--- config.mk ---
export PLATFORM = sky130hd
export DESIGN_NAME = a2_bus_host
export DESIGN_NICKNAME = d
export VERILOG_FILES = /design/src/rtl/a2_bus_host.sv
export SDC_FILE = /design/constraint.sdc
export NUM_CORES = 1
export LEC_CHECK = 0
export ABC_AREA = 1
export CAP_MARGIN = 25
export CORE_MARGIN = 10
export CORE_UTILIZATION = 40
export CTS_CLUSTER_DIAMETER = 50
export CTS_CLUSTER_SIZE = 12
export DETAILED_ROUTE_END_ITERATION = 16
export DONT_BUFFER_PORTS = 1
export GPL_ROUTABILITY_DRIVEN = 0
export GPL_TIMING_DRIVEN = 0
export HOLD_SLACK_MARGIN = 0.03
export SYNTH_ARGS = -nofsm -noshare
export SYNTH_HDL_FRONTEND = slang
export SYNTH_SLANG_ARGS = --single-unit
export TNS_END_PERCENT = 10
--- constraint.sdc ---
create_clock -name C7M -period 2 [get_ports C7M]
set_input_delay 0.2 -clock C7M [delete_from_list [all_inputs] [get_ports C7M]]
set_output_delay 0.2 -clock C7M [all_outputs]
set_load 0.01 [all_outputs]
--- src/rtl/a2_bus_host.sv ---
// a2_bus_host: Apple II slot-bus initiator clocked from C7M.
// Drives PHI1/PHI0 phase timing, the 6502 address bus, R/W, the slot
// selects and the data bus for one host request per bus cycle.
// Optional feature macro: A2_LONG_CYCLE_EN (every 65th bus cycle is
// stretched to 8 clocks by inserting phase P7 between P5 and P6).
module a2_bus_host (
  input  logic        C7M,
  input  logic        nRES,
  input  logic [3:0]  SLOT,
  input  logic        req,
  input  logic [15:0] req_addr,
  input  logic        req_we,
  input  logic [7:0]  req_wdata,
  output logic        req_ready,
  output logic        done,
  output logic [7:0]  rdata,
  output logic        PHI1,
  output logic        PHI0,
  output logic [15:0] A,
  output logic        nWE,
  output logic [7:0]  D_out,
  output logic        D_oe,
  input  logic [7:0]  D_in,
  output logic        nDEVSEL,
  output logic        nIOSEL,
  output logic        nIOSTRB
);

  typedef enum logic [2:0] {
    P0 = 3'd0, P1 = 3'd1, P2 = 3'd2, P3 = 3'd3,
    P4 = 3'd4, P5 = 3'd5, P6 = 3'd6, P7 = 3'd7
  } phase_t;

  phase_t      phase, phase_nxt;
  logic        active, active_nxt;
  logic [15:0] addr_q, addr_nxt;
  logic        we_q, we_nxt;
  logic [7:0]  wdata_q, wdata_nxt;
  logic        long_now;

  logic        phi1_nxt;
  logic        sel_win;
  logic        dev_hit, io_hit, strb_hit;
  logic        oe_nxt;
  logic [7:0]  dout_nxt;
  logic [15:0] a_nxt;
  logic        nwe_nxt;
  logic        done_nxt;
  logic [7:0]  rdata_nxt;

`ifdef A2_LONG_CYCLE_EN
  logic [6:0] cycle_cnt;

  assign long_now = (cycle_cnt == 7'd64);

  // Bus-cycle counter 0..64; advances on the edge that ends each bus cycle.
  always_ff @(posedge C7M or negedge nRES) begin
    if (!nRES) begin
      cycle_cnt <= 7'd0;
    end else if (phase == P6) begin
      cycle_cnt <= long_now ? 7'd0 : cycle_cnt + 7'd1;
    end
  end
`else
  assign long_now = 1'b0;
`endif

  assign req_ready = (phase == P6);

  // Phase sequencing, request acceptance and next values of every registered output.
  always_comb begin
    phase_nxt  = phase;
    active_nxt = active;
    addr_nxt   = addr_q;
    we_nxt     = we_q;
    wdata_nxt  = wdata_q;
    done_nxt   = 1'b0;
    rdata_nxt  = rdata;

    case (phase)
      P0: phase_nxt = P1;
      P1: phase_nxt = P2;
      P2: phase_nxt = P3;
      P3: phase_nxt = P4;
      P4: phase_nxt = P5;
      P5: phase_nxt = long_now ? P7 : P6;
      P7: phase_nxt = P6;
      P6: begin
        phase_nxt  = P0;
        done_nxt   = active;
        if (active && !we_q) begin
          rdata_nxt = D_in;
        end
        active_nxt = req;
        if (req) begin
          addr_nxt  = req_addr;
          we_nxt    = req_we;
          wdata_nxt = req_wdata;
        end
      end
    endcase

    phi1_nxt = (phase_nxt == P0) || (phase_nxt == P1) || (phase_nxt == P2);
    sel_win  = active_nxt && !phi1_nxt;

    dev_hit  = (addr_nxt[15:4]  == (12'hC08 + {8'h00, SLOT}));
    io_hit   = (addr_nxt[15:8]  == (8'hC0 + {4'h0, SLOT}));
    strb_hit = (addr_nxt[15:11] == 5'b11001);

    oe_nxt   = active_nxt && we_nxt && !phi1_nxt && (phase_nxt != P3);
    dout_nxt = oe_nxt ? wdata_nxt : 8'h00;
    a_nxt    = active_nxt ? addr_nxt : 16'h0000;
    nwe_nxt  = !(active_nxt && we_nxt);
  end

  // State register plus registered bus outputs; reset forces an idle P0.
  always_ff @(posedge C7M or negedge nRES) begin
    if (!nRES) begin
      phase   <= P0;
      active  <= 1'b0;
      addr_q  <= 16'h0000;
      we_q    <= 1'b0;
      wdata_q <= 8'h00;
      PHI1    <= 1'b1;
      PHI0    <= 1'b0;
      A       <= 16'h0000;
      nWE     <= 1'b1;
      D_out   <= 8'h00;
      D_oe    <= 1'b0;
      nDEVSEL <= 1'b1;
      nIOSEL  <= 1'b1;
      nIOSTRB <= 1'b1;
      done    <= 1'b0;
      rdata   <= 8'h00;
    end else begin
      phase   <= phase_nxt;
      active  <= active_nxt;
      addr_q  <= addr_nxt;
      we_q    <= we_nxt;
      wdata_q <= wdata_nxt;
      PHI1    <= phi1_nxt;
      PHI0    <= !phi1_nxt;
      A       <= a_nxt;
      nWE     <= nwe_nxt;
      D_out   <= dout_nxt;
      D_oe    <= oe_nxt;
      nDEVSEL <= !(sel_win && dev_hit);
      nIOSEL  <= !(sel_win && io_hit);
      nIOSTRB <= !(sel_win && strb_hit);
      done    <= done_nxt;
      rdata   <= rdata_nxt;
    end
  end

endmodule

==> reports/qor.yml <==
drive_above_1_share_pct: 18.5
fin_crit_sh_pct: 83.3
cts_htree_levels: 3
final_cell_area_mm2: 0.00336
yosys.cell_types.count: 24
cts.sinks: 69
routed_via_density: 4.55
p_leak_nw: 1.80
setup-tns-final_ps: 0
final_hold_viol_count: 0
antenna_left: 0
required_ps: 2270
drt_wl_total_um: 6530
cp-end-kind: "flop"
numCtsBuffers: 9
min_from: "req_we"
start_kind: "flop"
ys_ff_latch: 69
vias: 1961
synth_mux_area_share_pct: 3.15
synth-adder-area-share_pct: 0
syn_nets: 345
max-slew-margin-rel_pct: 77.7
cp_max_fo: 10
hold_slack_ps: 55.8
path_class: "reg -> reg"
grt.overflow.total: 0
multi_input_area_um2: 921
drv_cap: 0
post_drt_wl_per_cell_um: 15.2
setup-violations-final: 0
syn2layout_area_growth_pct: 17.5
grt_max_degree: 70
yosysWarnings: 0
die-area_mm2: 0.0109
num-fill-cells: 662
clockBufferDepth: 2
die_y_um: 105
seqCellArea_mm2: 0.00173
worstPathArrival_ps: 1940
rr_endpoint: "D_out[1]"
grt_pass1_vias: 2095
final_common_cell: "nand2_1"
placed_area_mm2: 0.00298
hold_path.class: "in -> reg"
num_rows: 30
cts_root_buf: "clkbuf_8"
num_antenna_cells: 0
post-cts-setup-buffer-count: 0
antenna_found_initial: 0
p_per_area_mw_per_mm2: 911
dp_hpwl_um: 4530
clock_skew_ps: 9.88
grt_pass1_wl_um: 10900
initial_utilization_pct: 41.6
synthCells: 305
r2r_start: "phase[0]"
synth_compound_area_share_pct: 2.71
yosys.area_share.simple_pct: 26.0
slew_violations: 0
synth-seq-area-share_pct: 60.6
die_w_um: 105
rsz0062_at_grt: "no"
io-pin-count: 81
synth_top_family_by_area: "simple AND/OR/NAND/NOR gates"
worst_slew_pin_slew_ps: 335
portBuffers: 0
ys_top_cells_by_area: "dfrtp_1 56%, nand2_1 15%, inv_1 5.1%, dfstp_2 4.6%, mux2_2 3.2%"
startpoint: "phase[0]"
status: "finished, final reports clean"
layout.nets: 370
synth_top_area_cell: "dfrtp_1"
insertion_delay_ps: 350
core-area_mm2: 0.00687
synth_xor_area_share_pct: 0.306
syn_area_mm2: 0.00286
drtPass1Iterations: 4
clkTransAtPathRegs_ps: 70
avgSynthCellArea_um2: 9.37
cp-endpoint: "D_out[1]"
ir_drop_mv: 0.466
post-route-drc-count: 0
period_minus_slack_ps: 1670
fmax_ghz: 0.600
drt_iter0_drc: 73
mostFrequentLayoutCells: "112 x nand2_1, 64 x dfrtp_1, 39 x inv_1"
r2r_setup_slack_ps: 330
synth_top_area_share_pct: 56.0
r2r_cells: 6
grt_usage_pct: 12.5
cts_tree: "yes"
-- cells in the mapped netlist --
master / count
dfstp_2: 5
nand4_4: 1
dfrtp_1: 64
nand2_1: 112
o21ai_0: 12
buf_8: 1
mux2_2: 8
or2_0: 1
nand2_2: 8
buf_4: 1
nor2_4: 1
nand4_1: 1
nand3_2: 2
a21oi_1: 2
inv_1: 39
xor2_1: 1
o211ai_1: 1
buf_2: 5
nand3_1: 10
nand2_4: 4
nor2_1: 17
nor2_2: 1
or2_2: 7
buf_6: 1
-- power breakdown --
part	internal, W	switching, W
combinational	0.0000975	0.000143
clock	0.000708	0.000550
sequential	0.00149	0.0000706
total	0.00230	0.000763
-- metal layers --
layer | part of all wire, % | track usage [%]
met5 | 0 | 0
met2 | 47 | 19.9
met4 | 1.9 | 6.16
met1 | 44 | 14.2
met3 | 7.7 | 5.22
-- critical path, cell delays in order, from the launching register on --
cell and delay, ps:
dfrtp_1 430, inv_1 180, nand4_4 180, nand2_1 140, buf_2 270, nand3_2 250
nor2_1 150
-- stage by stage --
step | power, W | setup WS, ps | util (%) | std cells
CTS | 0.00310 | 316 | 48.9 | 431
global route | 0.00322 | 132 | 48.9 | 431
global placement | 0.00177 | 353 | 43.4 | 401
finish | 0.00306 | 333 | 48.9 | 431
detailed placement | 0.00178 | 331 | 43.4 | 401
floorplan | 0.00173 | 597 | - | 305
-- kinds of logic after synthesis --
kind of cell / count (synthesis)
AOI/OAI and AO/OA: 15
and+or+nand+nor: 165
DFF: 69
muxes: 8
buffers and inverters: 47
xor gates and xnor gates: 1
-- state kept, by name, indices dropped and copies added (netlist names) --
name     flops
we_q         1
addr_q      16
phase        3
PHI1         1
D_out        8
nIOSTRB      1
nIOSEL       1
D_oe         1
wdata_q      8
PHI0         1
nDEVSEL      1
rdata        8
done         1
active       1
nWE          1
A           16
-- final cells by class --
class                           instances  share of cell area [%]
Buffer                                  8                    1.75
Clock buffer                            9                    3.69
Clock inverter                          7                    2.94
Inverter                               39                    4.36
Multi-Input combinational cell        189                    27.4
Sequential cell                        69                    51.6
Tap cell                               96                    3.58
Timing Repair Buffer                   14                    4.69
-- how the worst min path moves through the flow --
| stage | to | slack [ps] | depth (start not counted) |
|---|---|---|---|
| CTS | we_q | 40 | 2 |
| global placement | PHI0 | -90 | 0 |
| floorplan | A[0] | -100 | 0 |
| global route | we_q | 80 | 2 |
| finish | we_q | 60 | 2 |
| detailed placement | A[14] | -90 | 0 |
-- repair_timing --
action | in CTS | in global routing
hold buffers | 14 | 0
hold endpoints to repair | 81 | 0
endpoints found under the setup margin | 0 | 0
gates resized for setup | 0 | 0
Note: power is estimated with default switching activity, not from simulation.
